`src/rtl/fetch_redirect_unit_pkg.sv`:
```
// fetch_redirect_unit_pkg
//   Types and constants shared by the fetch/redirect slice.
//   bj_result_t  : branch/jump outcome encoding from execute (2'b10 is reserved)
//   NOP_INSTR    : canonical RV32I NOP (addi x0, x0, 0)
//   INSTR_BYTES  : size of one instruction word in bytes
package fetch_redirect_unit_pkg;

    typedef enum logic [1:0] {
        BJ_NONE   = 2'b00,
        BJ_BRANCH = 2'b01,
        BJ_JALR   = 2'b11
    } bj_result_t;

    localparam logic [31:0] NOP_INSTR   = 32'h0000_0013;
    localparam int unsigned INSTR_BYTES = 4;

    // Instruction fetches must land on a word boundary.
    function automatic logic is_word_aligned(input logic [1:0] addr_lsbs);
        return addr_lsbs == 2'b00;
    endfunction

endpackage

```
`src/rtl/fetch_redirect_unit_if.sv`:
```
// fetch_redirect_unit_if
//   Bundles everything the fetch unit exchanges with execute, imem and decode.
//   master : the fetch unit (drives imem request, decode output, flush, misalign)
//   slave  : the surrounding core / memory model
//   Signals:
//     i_B_J_result, i_Branch_Target, i_Jalr_Target : redirect request from execute
//     o_Imem_Req, o_Imem_Addr, i_Imem_Gnt           : imem request channel
//     i_Imem_Rvalid, i_Imem_Rdata                   : imem response channel
//     o_Instr, o_Instr_PC, o_Instr_Valid, i_Instr_Ready : decode handshake
//     o_Flush, o_Misaligned                         : IF/ID flush, bad-target pulse
interface fetch_redirect_unit_if #(
    parameter int unsigned XLEN = 32
);
    logic [1:0]      i_B_J_result;
    logic [XLEN-1:0] i_Branch_Target;
    logic [XLEN-1:0] i_Jalr_Target;

    logic            o_Imem_Req;
    logic [XLEN-1:0] o_Imem_Addr;
    logic            i_Imem_Gnt;
    logic            i_Imem_Rvalid;
    logic [31:0]     i_Imem_Rdata;

    logic [31:0]     o_Instr;
    logic [XLEN-1:0] o_Instr_PC;
    logic            o_Instr_Valid;
    logic            i_Instr_Ready;

    logic            o_Flush;
    logic            o_Misaligned;

    modport master (
        input  i_B_J_result, i_Branch_Target, i_Jalr_Target,
        output o_Imem_Req, o_Imem_Addr,
        input  i_Imem_Gnt, i_Imem_Rvalid, i_Imem_Rdata,
        output o_Instr, o_Instr_PC, o_Instr_Valid,
        input  i_Instr_Ready,
        output o_Flush, o_Misaligned
    );

    modport slave (
        output i_B_J_result, i_Branch_Target, i_Jalr_Target,
        input  o_Imem_Req, o_Imem_Addr,
        output i_Imem_Gnt, i_Imem_Rvalid, i_Imem_Rdata,
        input  o_Instr, o_Instr_PC, o_Instr_Valid,
        output i_Instr_Ready,
        input  o_Flush, o_Misaligned
    );

endinterface

```
`src/rtl/fetch_redirect_unit_out_reg.sv`:
```
// fetch_redirect_unit_out_reg
//   One-entry valid/ready holding register for {instr, pc} at the IF/ID boundary.
//   clk_i, rst_i : clock, asynchronous active-high reset
//   load_i       : capture instr_i/pc_i and mark valid
//   clear_i      : drop the held entry (redirect flush); wins over load_i
//   ready_i      : consumer accepts the held entry this cycle
//   valid_o, instr_o, pc_o : held entry
module fetch_redirect_unit_out_reg #(
    parameter int unsigned XLEN = 32
) (
    input  logic            clk_i,
    input  logic            rst_i,
    input  logic            load_i,
    input  logic            clear_i,
    input  logic            ready_i,
    input  logic [31:0]     instr_i,
    input  logic [XLEN-1:0] pc_i,
    output logic            valid_o,
    output logic [31:0]     instr_o,
    output logic [XLEN-1:0] pc_o
);

    logic            valid_q, valid_d;
    logic [31:0]     instr_q, instr_d;
    logic [XLEN-1:0] pc_q, pc_d;

    always_comb begin
        valid_d = valid_q;
        instr_d = instr_q;
        pc_d    = pc_q;
        if (clear_i) begin
            valid_d = 1'b0;
        end else if (load_i) begin
            // A load in the same cycle as a handshake simply replaces the entry.
            valid_d = 1'b1;
            instr_d = instr_i;
            pc_d    = pc_i;
        end else if (valid_q && ready_i) begin
            valid_d = 1'b0;
        end
    end

    always_ff @(posedge clk_i or posedge rst_i) begin
        if (rst_i) begin
            valid_q <= 1'b0;
            instr_q <= '0;
            pc_q    <= '0;
        end else begin
            valid_q <= valid_d;
            instr_q <= instr_d;
            pc_q    <= pc_d;
        end
    end

    assign valid_o = valid_q;
    assign instr_o = instr_q;
    assign pc_o    = pc_q;

endmodule

```
`src/rtl/fetch_redirect_unit.sv`:
```
// fetch_redirect_unit
//   Owns the PC and the single-outstanding imem fetch port. Applies branch/JALR
//   redirects from execute, drops responses that became stale after a redirect and
//   hands fetched words to decode through a one-entry output register.
//   i_clk, i_rst : clock, asynchronous active-high reset
//   bus          : fetch_redirect_unit_if master port (execute, imem, decode, flush)
//   Parameters   : XLEN data/address width, RESET_PC first fetch address
module fetch_redirect_unit
    import fetch_redirect_unit_pkg::*;
#(
    parameter int unsigned     XLEN     = 32,
    parameter logic [XLEN-1:0] RESET_PC = '0
) (
    input logic                   i_clk,
    input logic                   i_rst,
    fetch_redirect_unit_if.master bus
);

    localparam logic [2:0] IDLE      = 3'd0;
    localparam logic [2:0] REQ       = 3'd1;
    localparam logic [2:0] WAIT      = 3'd2;
    localparam logic [2:0] REQ_STALE = 3'd3;
    localparam logic [2:0] DROP      = 3'd4;

    logic [2:0]      state_q, state_d;
    logic [XLEN-1:0] pc_q, pc_d;
    // PC of the request most recently put on the bus (also the held address in REQ_STALE).
    logic [XLEN-1:0] req_pc_q, req_pc_d;

    bj_result_t      bj;
    logic            redirect_req;
    logic [XLEN-1:0] target;
    logic            target_ok;
    logic            do_redirect;
    logic            misaligned;

    logic            slot_free;
    logic            imem_req;
    logic            granted;
    logic            out_load;
    logic            out_valid;
    logic [31:0]     out_instr;
    logic [XLEN-1:0] out_pc;

    // Reserved 2'b10 falls into the default arm and behaves as BJ_NONE.
    assign bj = bj_result_t'(bus.i_B_J_result);

    always_comb begin
        redirect_req = 1'b0;
        target       = bus.i_Branch_Target;
        case (bj)
            BJ_BRANCH: begin
                redirect_req = 1'b1;
                target       = bus.i_Branch_Target;
            end
            BJ_JALR: begin
                redirect_req = 1'b1;
                target       = {bus.i_Jalr_Target[XLEN-1:1], 1'b0};
            end
            default: ;
        endcase
    end

    assign target_ok   = is_word_aligned(target[1:0]);
    // Gated by reset so flush/misalign read as idle while the unit is held in reset.
    assign do_redirect = redirect_req && target_ok && !i_rst;
    assign misaligned  = redirect_req && !target_ok && !i_rst;

    // Only fetch when the output register is guaranteed to have room for the result.
    assign slot_free = !out_valid || bus.i_Instr_Ready;

    always_comb begin
        state_d  = state_q;
        pc_d     = pc_q;
        req_pc_d = req_pc_q;
        imem_req = 1'b0;
        out_load = 1'b0;

        case (state_q)
            IDLE: begin
                state_d = REQ;
            end
            REQ: begin
                imem_req = slot_free;
                if (imem_req && bus.i_Imem_Gnt) begin
                    req_pc_d = pc_q;
                    pc_d     = pc_q + XLEN'(INSTR_BYTES);
                    state_d  = do_redirect ? DROP : WAIT;
                end else if (do_redirect && imem_req) begin
                    // Request is already visible on the bus: keep it stable until granted.
                    req_pc_d = pc_q;
                    state_d  = REQ_STALE;
                end
            end
            REQ_STALE: begin
                imem_req = 1'b1;
                if (bus.i_Imem_Gnt) begin
                    state_d = DROP;
                end
            end
            WAIT: begin
                if (bus.i_Imem_Rvalid) begin
                    out_load = !do_redirect;
                    state_d  = REQ;
                end else if (do_redirect) begin
                    state_d = DROP;
                end
            end
            DROP: begin
                if (bus.i_Imem_Rvalid) begin
                    state_d = REQ;
                end
            end
            default: begin
                state_d = IDLE;
            end
        endcase

        // A redirect always wins over the sequential PC increment.
        if (do_redirect) begin
            pc_d = target;
        end
    end

    assign granted = imem_req && bus.i_Imem_Gnt;

    always_ff @(posedge i_clk or posedge i_rst) begin
        if (i_rst) begin
            state_q  <= IDLE;
            pc_q     <= RESET_PC;
            req_pc_q <= RESET_PC;
        end else begin
            state_q  <= state_d;
            pc_q     <= pc_d;
            req_pc_q <= req_pc_d;
        end
    end

    fetch_redirect_unit_out_reg #(
        .XLEN(XLEN)
    ) u_out_reg (
        .clk_i   (i_clk),
        .rst_i   (i_rst),
        .load_i  (out_load),
        .clear_i (do_redirect),
        .ready_i (bus.i_Instr_Ready),
        .instr_i (bus.i_Imem_Rdata),
        .pc_i    (req_pc_q),
        .valid_o (out_valid),
        .instr_o (out_instr),
        .pc_o    (out_pc)
    );

    assign bus.o_Imem_Req    = imem_req;
    assign bus.o_Imem_Addr   = (state_q == REQ_STALE) ? req_pc_q : pc_q;
    assign bus.o_Instr       = out_instr;
    assign bus.o_Instr_PC    = out_pc;
    assign bus.o_Instr_Valid = out_valid;
    assign bus.o_Flush       = do_redirect;
    assign bus.o_Misaligned  = misaligned;

    // Execute must never present the reserved encoding.
    assert property (@(posedge i_clk) disable iff (i_rst) bus.i_B_J_result != 2'b10)
        else $error("reserved i_B_J_result encoding 2'b10 seen");

    logic unused_granted;
    assign unused_granted = granted;

endmodule

```
`src/flat_wrapper.sv`:
```
// flat-port wrapper written by rule: the top's interface ports become plain ports
module fetch_redirect_unit_flat import fetch_redirect_unit_pkg::*;
#(
    parameter int unsigned     XLEN     = 32,
    parameter logic [XLEN-1:0] RESET_PC = '0
)
  (i_clk, i_rst, bus_i_B_J_result, bus_i_Branch_Target, bus_i_Jalr_Target, bus_o_Imem_Req, bus_o_Imem_Addr, bus_i_Imem_Gnt, bus_i_Imem_Rvalid, bus_i_Imem_Rdata, bus_o_Instr, bus_o_Instr_PC, bus_o_Instr_Valid, bus_i_Instr_Ready, bus_o_Flush, bus_o_Misaligned);
  fetch_redirect_unit_if #(.XLEN(XLEN)) bus_i ();
  input logic i_clk;
  input logic i_rst;
  input wire logic [$bits(bus_i.i_B_J_result)-1:0] bus_i_B_J_result;
  input wire logic [$bits(bus_i.i_Branch_Target)-1:0] bus_i_Branch_Target;
  input wire logic [$bits(bus_i.i_Jalr_Target)-1:0] bus_i_Jalr_Target;
  output wire logic [$bits(bus_i.o_Imem_Req)-1:0] bus_o_Imem_Req;
  output wire logic [$bits(bus_i.o_Imem_Addr)-1:0] bus_o_Imem_Addr;
  input wire logic [$bits(bus_i.i_Imem_Gnt)-1:0] bus_i_Imem_Gnt;
  input wire logic [$bits(bus_i.i_Imem_Rvalid)-1:0] bus_i_Imem_Rvalid;
  input wire logic [$bits(bus_i.i_Imem_Rdata)-1:0] bus_i_Imem_Rdata;
  output wire logic [$bits(bus_i.o_Instr)-1:0] bus_o_Instr;
  output wire logic [$bits(bus_i.o_Instr_PC)-1:0] bus_o_Instr_PC;
  output wire logic [$bits(bus_i.o_Instr_Valid)-1:0] bus_o_Instr_Valid;
  input wire logic [$bits(bus_i.i_Instr_Ready)-1:0] bus_i_Instr_Ready;
  output wire logic [$bits(bus_i.o_Flush)-1:0] bus_o_Flush;
  output wire logic [$bits(bus_i.o_Misaligned)-1:0] bus_o_Misaligned;
  assign bus_i.i_B_J_result = bus_i_B_J_result;
  assign bus_i.i_Branch_Target = bus_i_Branch_Target;
  assign bus_i.i_Jalr_Target = bus_i_Jalr_Target;
  assign bus_o_Imem_Req = bus_i.o_Imem_Req;
  assign bus_o_Imem_Addr = bus_i.o_Imem_Addr;
  assign bus_i.i_Imem_Gnt = bus_i_Imem_Gnt;
  assign bus_i.i_Imem_Rvalid = bus_i_Imem_Rvalid;
  assign bus_i.i_Imem_Rdata = bus_i_Imem_Rdata;
  assign bus_o_Instr = bus_i.o_Instr;
  assign bus_o_Instr_PC = bus_i.o_Instr_PC;
  assign bus_o_Instr_Valid = bus_i.o_Instr_Valid;
  assign bus_i.i_Instr_Ready = bus_i_Instr_Ready;
  assign bus_o_Flush = bus_i.o_Flush;
  assign bus_o_Misaligned = bus_i.o_Misaligned;
  fetch_redirect_unit #(.XLEN(XLEN), .RESET_PC(RESET_PC)) u_core (.i_clk(i_clk), .i_rst(i_rst), .bus(bus_i));
endmodule
```
`config.mk`:
```
export PLATFORM = sky130hd
export DESIGN_NAME = fetch_redirect_unit_flat
export DESIGN_NICKNAME = d
export VERILOG_FILES = /design/src/rtl/fetch_redirect_unit_pkg.sv /design/src/rtl/fetch_redirect_unit_if.sv /design/src/rtl/fetch_redirect_unit_out_reg.sv /design/src/rtl/fetch_redirect_unit.sv /design/src/flat_wrapper.sv
export SDC_FILE = /design/constraint.sdc
export NUM_CORES = 1
export LEC_CHECK = 0
export CORE_MARGIN = 2
export CORE_UTILIZATION = 51
export CTS_CLUSTER_DIAMETER = 120
export DETAILED_ROUTE_END_ITERATION = 10
export GPL_ROUTABILITY_DRIVEN = 0
export PLACE_DENSITY = 0.95
export SYNTH_ARGS = -nofsm -noshare
export SYNTH_HDL_FRONTEND = slang
export SYNTH_SLANG_ARGS = --single-unit
```
`constraint.sdc`:
```
create_clock -name i_clk -period 6.95 [get_ports i_clk]
set_input_delay 0.695 -clock i_clk [delete_from_list [all_inputs] [get_ports i_clk]]
set_output_delay 0.695 -clock i_clk [all_outputs]
set_load 0.05 [all_outputs]
```
# [Yosys cells after proc, flatten, opt, wreduce, memory -nomap -nowiden]
# Index checks and enable logic that the tools add are counted.
[totals] ram_bits=0 mem_count=0 inputBits=103 out_inout_bits=100 regBits=132 latch_bits=0 romBits=0 wordCells=63
[classes] magnitude_cmp=0 n_mux=22 n_shift=0 reduce_logical=23 n_addsub=1 n_eq_ne=10 n_mul=0 n_bitwise=1 div=0
[op_table] op="2-to-1 mux 32 bit" n=7
[op_table] op="adder 32 x 3 -> 32 bit, second input constant" n=1
[op_table] op="2-to-1 mux 3 bit" n=7
[op_table] op="case mux 3 bit (5 select lines)" n=1
[op_table] op="logical AND 1 bit" n=7
[op_table] op="equality test 3 x 2 -> 1 bit, second input constant" n=2
[op_table] op="2-to-1 mux 1 bit" n=6
[op_table] op="AND reduction 2 bit" n=3
[op_table] op="nonzero test 2 bit" n=3
[op_table] op="logical NOT 1 bit" n=4
[op_table] op="inequality test 2 bit, second input constant" n=2
[op_table] op="AND reduction 4 bit" n=1
[op_table] op="equality test 3 x 1 -> 1 bit, second input constant" n=1
[op_table] op="equality test 3 bit, second input constant" n=1
[op_table] op="logical NOT 3 bit" n=1
[op_table] op="inequality test 3 x 1 -> 1 bit, second input constant" n=1
[op_table] op="inequality test 3 x 2 -> 1 bit, second input constant" n=1
[op_table] op="nonzero test 3 bit" n=1
[op_table] op="equality test 2 x 1 -> 1 bit, second input constant" n=1
[op_table] op="equality test 2 bit, second input constant" n=1
[op_table] op="logical NOT 2 bit" n=1
[op_table] op="case mux 1 bit (2 select lines)" n=1
[op_table] op="OR reduction 2 bit" n=1
[op_table] op="logical OR 1 bit" n=1
[op_table] op="NOT 1 bit" n=1

# [Longest topological paths before layout]
[logic_depth] word_depth=10 mapped_depth=7 mapped_depth_nobuf=6

# [Cells and area by module]
# From an unflattened synthesis, not the netlist that was laid out.
[unflattened] cells_unflattened=523 hier_area_um2=6718.9
[modules_own_cells] module="fetch_redirect_unit" instances=1 area_each_um2=3973.8 cells_each=382
[modules_own_cells] module="fetch_redirect_unit_out_reg" instances=1 area_each_um2=2745.1 cells_each=141

# [Worst setup path after synthesis]
# No wires, ideal clock.
[synth_path] kind="in2reg" from="in i_rst" to="reg u_core.req_pc_q[10]" setup_time_ns=0.125 path_slack_ns=1.479 path_buffers=1 path_stages=6 arrival_time_ns=5.346 cell_sequence="inv_1 o2111ai_2 inv_2 o211ai_1 buf_2 mux2_2"
[synth_between] elab_chain_len=5
[synth_lines] item="from (decl)" line="flat_wrapper.sv:10" source="input logic i_rst;"
[synth_lines] item="logical NOT 1 bit" line="fetch_redirect_unit.sv:66" source="assign do_redirect = redirect_req && target_ok && !i_rst;"
[synth_lines] item="logical AND 1 bit" line="fetch_redirect_unit.sv:66"
[synth_lines] item="named net bus_o_Flush" line="flat_wrapper.sv:23" source="output wire logic [$bits(bus_i.o_Flush)-1:0] bus_o_Flush;"
[synth_lines] item="logical AND 1 bit" line="fetch_redirect_unit.sv:89" source="end else if (do_redirect && imem_req) begin"
[synth_lines] item="nonzero test 2 bit (no source line)"
[synth_lines] item="AND reduction 2 bit (no source line)"
[synth_lines] item="to (signal assigned)" line="fetch_redirect_unit.sv:135" source="req_pc_q <= req_pc_d;"
[synth_lines] item="to (decl)" line="fetch_redirect_unit.sv:28" source="logic [XLEN-1:0] req_pc_q, req_pc_d;"
# The timed path passes the listed nets, and every way through them passes these cells.
# A chain may end at the register's enable or synchronous reset.

# [Final worst setup path]
[layout_path] from="reg u_core.state_q[2]" to="out bus_o_Imem_Addr[12]"
[layout_between] elab_chain_len=2
[layout_lines] item="from (decl)" line="fetch_redirect_unit.sv:25" source="logic [2:0] state_q, state_d;"
[layout_lines] item="from (signal assigned)" line="fetch_redirect_unit.sv:133" source="state_q <= state_d;"
[layout_lines] item="equality test 3 x 2 -> 1 bit" line="fetch_redirect_unit.sv:155" source="assign bus.o_Imem_Addr = (state_q == REQ_STALE) ? req_pc_q : pc_q;"
[layout_lines] item="2-to-1 mux 32 bit" line="fetch_redirect_unit.sv:155"
[layout_lines] item="to (decl)" line="flat_wrapper.sv:15" source="output wire logic [$bits(bus_i.o_Imem_Addr)-1:0] bus_o_Imem_Addr;"
# Every way passes these cells.

==> metrics.csv <==
metric,value,unit
status,"complete, no violations",
syn_nets,638,
min_path_type,flip-flop to flip-flop,
worstSetupEndpointType,primary output,
whs,490.4,ps
synth_cell_types,44,
syn_to_final_growth,42.13,%
routed_wl,17170,um
postRouteAntennaNets,0,
p_leak,3.774,nW
reg2reg_from,u_core.state_q[1],
setup_viol,0,
p_per_area,511.6,nW/um2
finalCriticalPeriod,3908,ps
crit_type,flip-flop to primary output,
die_area,13560,um2
cp_top_family,buffers and inverters,
cts-root-buf,clkbuf_16,
final_area,9168,um2
worst_ep_required_time,6250,ps
post-route-period-util,56.23,%
netlist_area,6450,um2
die_x,116.5,um
dr.pass1.iters,5,
fin_nets,827,
clockBufferDepth,2,
clkTransAtPathRegs,60,ps
tightest_slew,1156,ps
cp_cell_sequence,inv_1 > nand3_2 > mux2_2 > clkdlybuf4s50_1,
antenna_found_initial,0,
h-tree-depth,4,
clk_latency,410,ps
post-cts-setup-buffer-count,0,
cpPeakStageDelay,780,ps
syn_area_per_cell,12.08,um2
yosysWarningCount,0,
start_util,51.74,%
crit_arrival,3210,ps
grt_max_degree,71,
vias,5100,
ctsHoldBuffers,0,
gr-usage-all-layers,25.91,%
dp_hpwl,11960,um
boundaryPins,203,
clock_skew,7.886,ps
cts_resized,0,
cts.sinks,132,
wl_per_cell,18.95,um
drv_slew,0,
n_antenna_cell,0,
min_to,u_core.u_out_reg.instr_o[2],
finalHoldViolCount,0,
num_rows,41,
slew-limit-headroom,22.77,%
hold_depth,1,
drive_gt1_share,23.16,%
fp.coreArea,12470,um2
grt_first_pass_wirelength,26870,um
ys_seq_area_share,51.21,%
timing.rr.end,u_core.u_out_reg.instr_o[0],
drcViolationCount,0,
cts-buffers-inserted,17,
ys_ff_latch,132,
placed_area,8548,um2
ir_worst_vdd,0.0002737,V
die_h,116.5,um
syn_inst,534,
viasPerCell,5.629,
port_buffers,201,
drt_iter0_drc,312,
path_buf_inv,2,
fmax,255.9,MHz
critPathLaunchType,flip-flop,
min-delay-start,u_core.u_out_reg.instr_o[2],
cp_slowest_cell,nand3_2,
cap_violations,0,
worst-path-max-fanout,33,
setup_tns,0,ps
grt_pass1_vias,5404,
r2r_slack,3710,ps
cts_tree,yes,
grt_overflow,0,
rsz0062_at_grt,no,
reg2regPathDepth,5,
[Yosys cell counts]
cell type  count  area share [%]
nor4_2         4            0.78
nor4_1         5            0.48
nor2_1         7            0.41
ha_1           1            0.19
buf_2          6            0.47
buf_1          1           0.058
a21oi_1       28             2.2
o2111ai_2      1            0.23
o211a_1        1            0.16
and2_1         3            0.29
nand4_1        6            0.58
a21o_1         1            0.12
buf_6          7             1.2
mux2i_1        5            0.78
a31o_2         1            0.14
a31oi_1        2            0.19
clkbuf_1      24             1.4
or2_2          1           0.097
nand3_2        1            0.16
xnor2_1       27             3.7
nor3b_4        1            0.29
and3_1        27             2.6
nand2_1       22             1.3
mux2_2       114              20
mux2_1         5            0.87
nand3_1       13             1.0
o211ai_1       3            0.35
nor3_1         9            0.70
dfrtp_1      132              51
and4_1         3            0.41
nor2_4         1            0.17
nor3b_1        4            0.47
nand2b_1       1           0.097
inv_2          1           0.058
o41ai_1        1            0.14
inv_1         13            0.76
or4_4          2            0.35
nand4b_1       1            0.14
o21ai_0       18             1.4
nor4bb_1       1            0.16
o221a_2        1            0.17
and4bb_2       1            0.19
nor4_4         2            0.66
a211oi_1      26             3.0
[final cells by class]
type                    instances  area (um2)
well taps                     172       215.2
flip-flops and latches        132        3303
clock buffers                  18       439.2
repair buffers                208        2064
clock inverters                12       180.2
fillers                       809        3298
inverters                      14       57.56
multi-input cells             350        2908
[per-layer routing]
metal | GRT usage, % | vias up | routed length (um)
li1 | - | 2320 | -
met1 | 29.74 | 2527 | 6697
met3 | 6.642 | 29 | 1231
met5 | 0 | - | 0
met4 | 9.365 | 0 | 393
met2 | 46.74 | 224 | 8846
[state kept, by name, indices dropped and copies added, names as in the netlist]
name,flops
u_core.pc_q,32
u_core.req_pc_q,32
u_core.u_out_reg.instr_o,32
u_core.u_out_reg.pc_o,32
u_core.state_q,3
u_core.u_out_reg.valid_o,1
[through the flow]
| step | cells | power [mW] | worst slack (ps) | utilization [%] |
|---|---|---|---|---|
| 2_1_floorplan | 534 | 2.948 | 1479 | - |
| 3_3_place_gp | 876 | 3.659 | 3230 | 68.57 |
| 3_5_place_dp | 876 | 3.756 | 3103 | 68.57 |
| 4_1_cts | 906 | 4.718 | 3035 | 73.54 |
| 5_1_grt | 906 | 4.897 | 2921 | 73.54 |
| 6_report | 906 | 4.690 | 3042 | 73.54 |
[cells in the final DEF, fill, tap and decap left out, drive strengths merged, types with 8 or more instances in the layout]
master | Yosys | routed
o21ai | 18 | 18
mux2 | 119 | 119
nand2 | 22 | 22
xnor2 | 27 | 27
a21oi | 28 | 28
clkbuf | 24 | 18
inv | 14 | 16
nand3 | 14 | 14
nor2 | 8 | 8
clkdlybuf4s50 | 0 | 201
and3 | 27 | 27
nor3 | 9 | 9
a211oi | 26 | 26
dfrtp | 132 | 132
nor4 | 11 | 11
[power by group]
group / internal (mW) / switching [mW] / total [mW]
clock network: 0.608 / 0.332 / 0.940
registers: 1.10 / 0.263 / 1.36
logic: 0.928 / 1.46 / 2.39
[kinds of logic after synthesis]
family | share of synthesized area (%)
multiplexers | 21.55
flip-flops | 51.21
AND/OR/NAND/NOR | 11.33
AO/OA/AOI/OAI | 8.089
XOR/XNOR | 3.666
buffers and inverters | 3.957
adder cells (fa/ha/maj) | 0.1940
[how the worst max path moves through the flow]
stage                              from                          end  cells after the start
global placement                  i_rst  u_core.u_out_reg.instr_o[1]                      7
finish                u_core.state_q[2]          bus_o_Imem_Addr[12]                      4
floorplan                         i_rst          u_core.req_pc_q[10]                      6
global route          u_core.state_q[0]          bus_o_Imem_Addr[12]                      3
detailed placement  bus_i_B_J_result[1]  u_core.u_out_reg.instr_o[0]                      8
CTS                   u_core.state_q[2]          bus_o_Imem_Addr[12]                      4
Note: power is estimated with default switching activity, not from simulation.
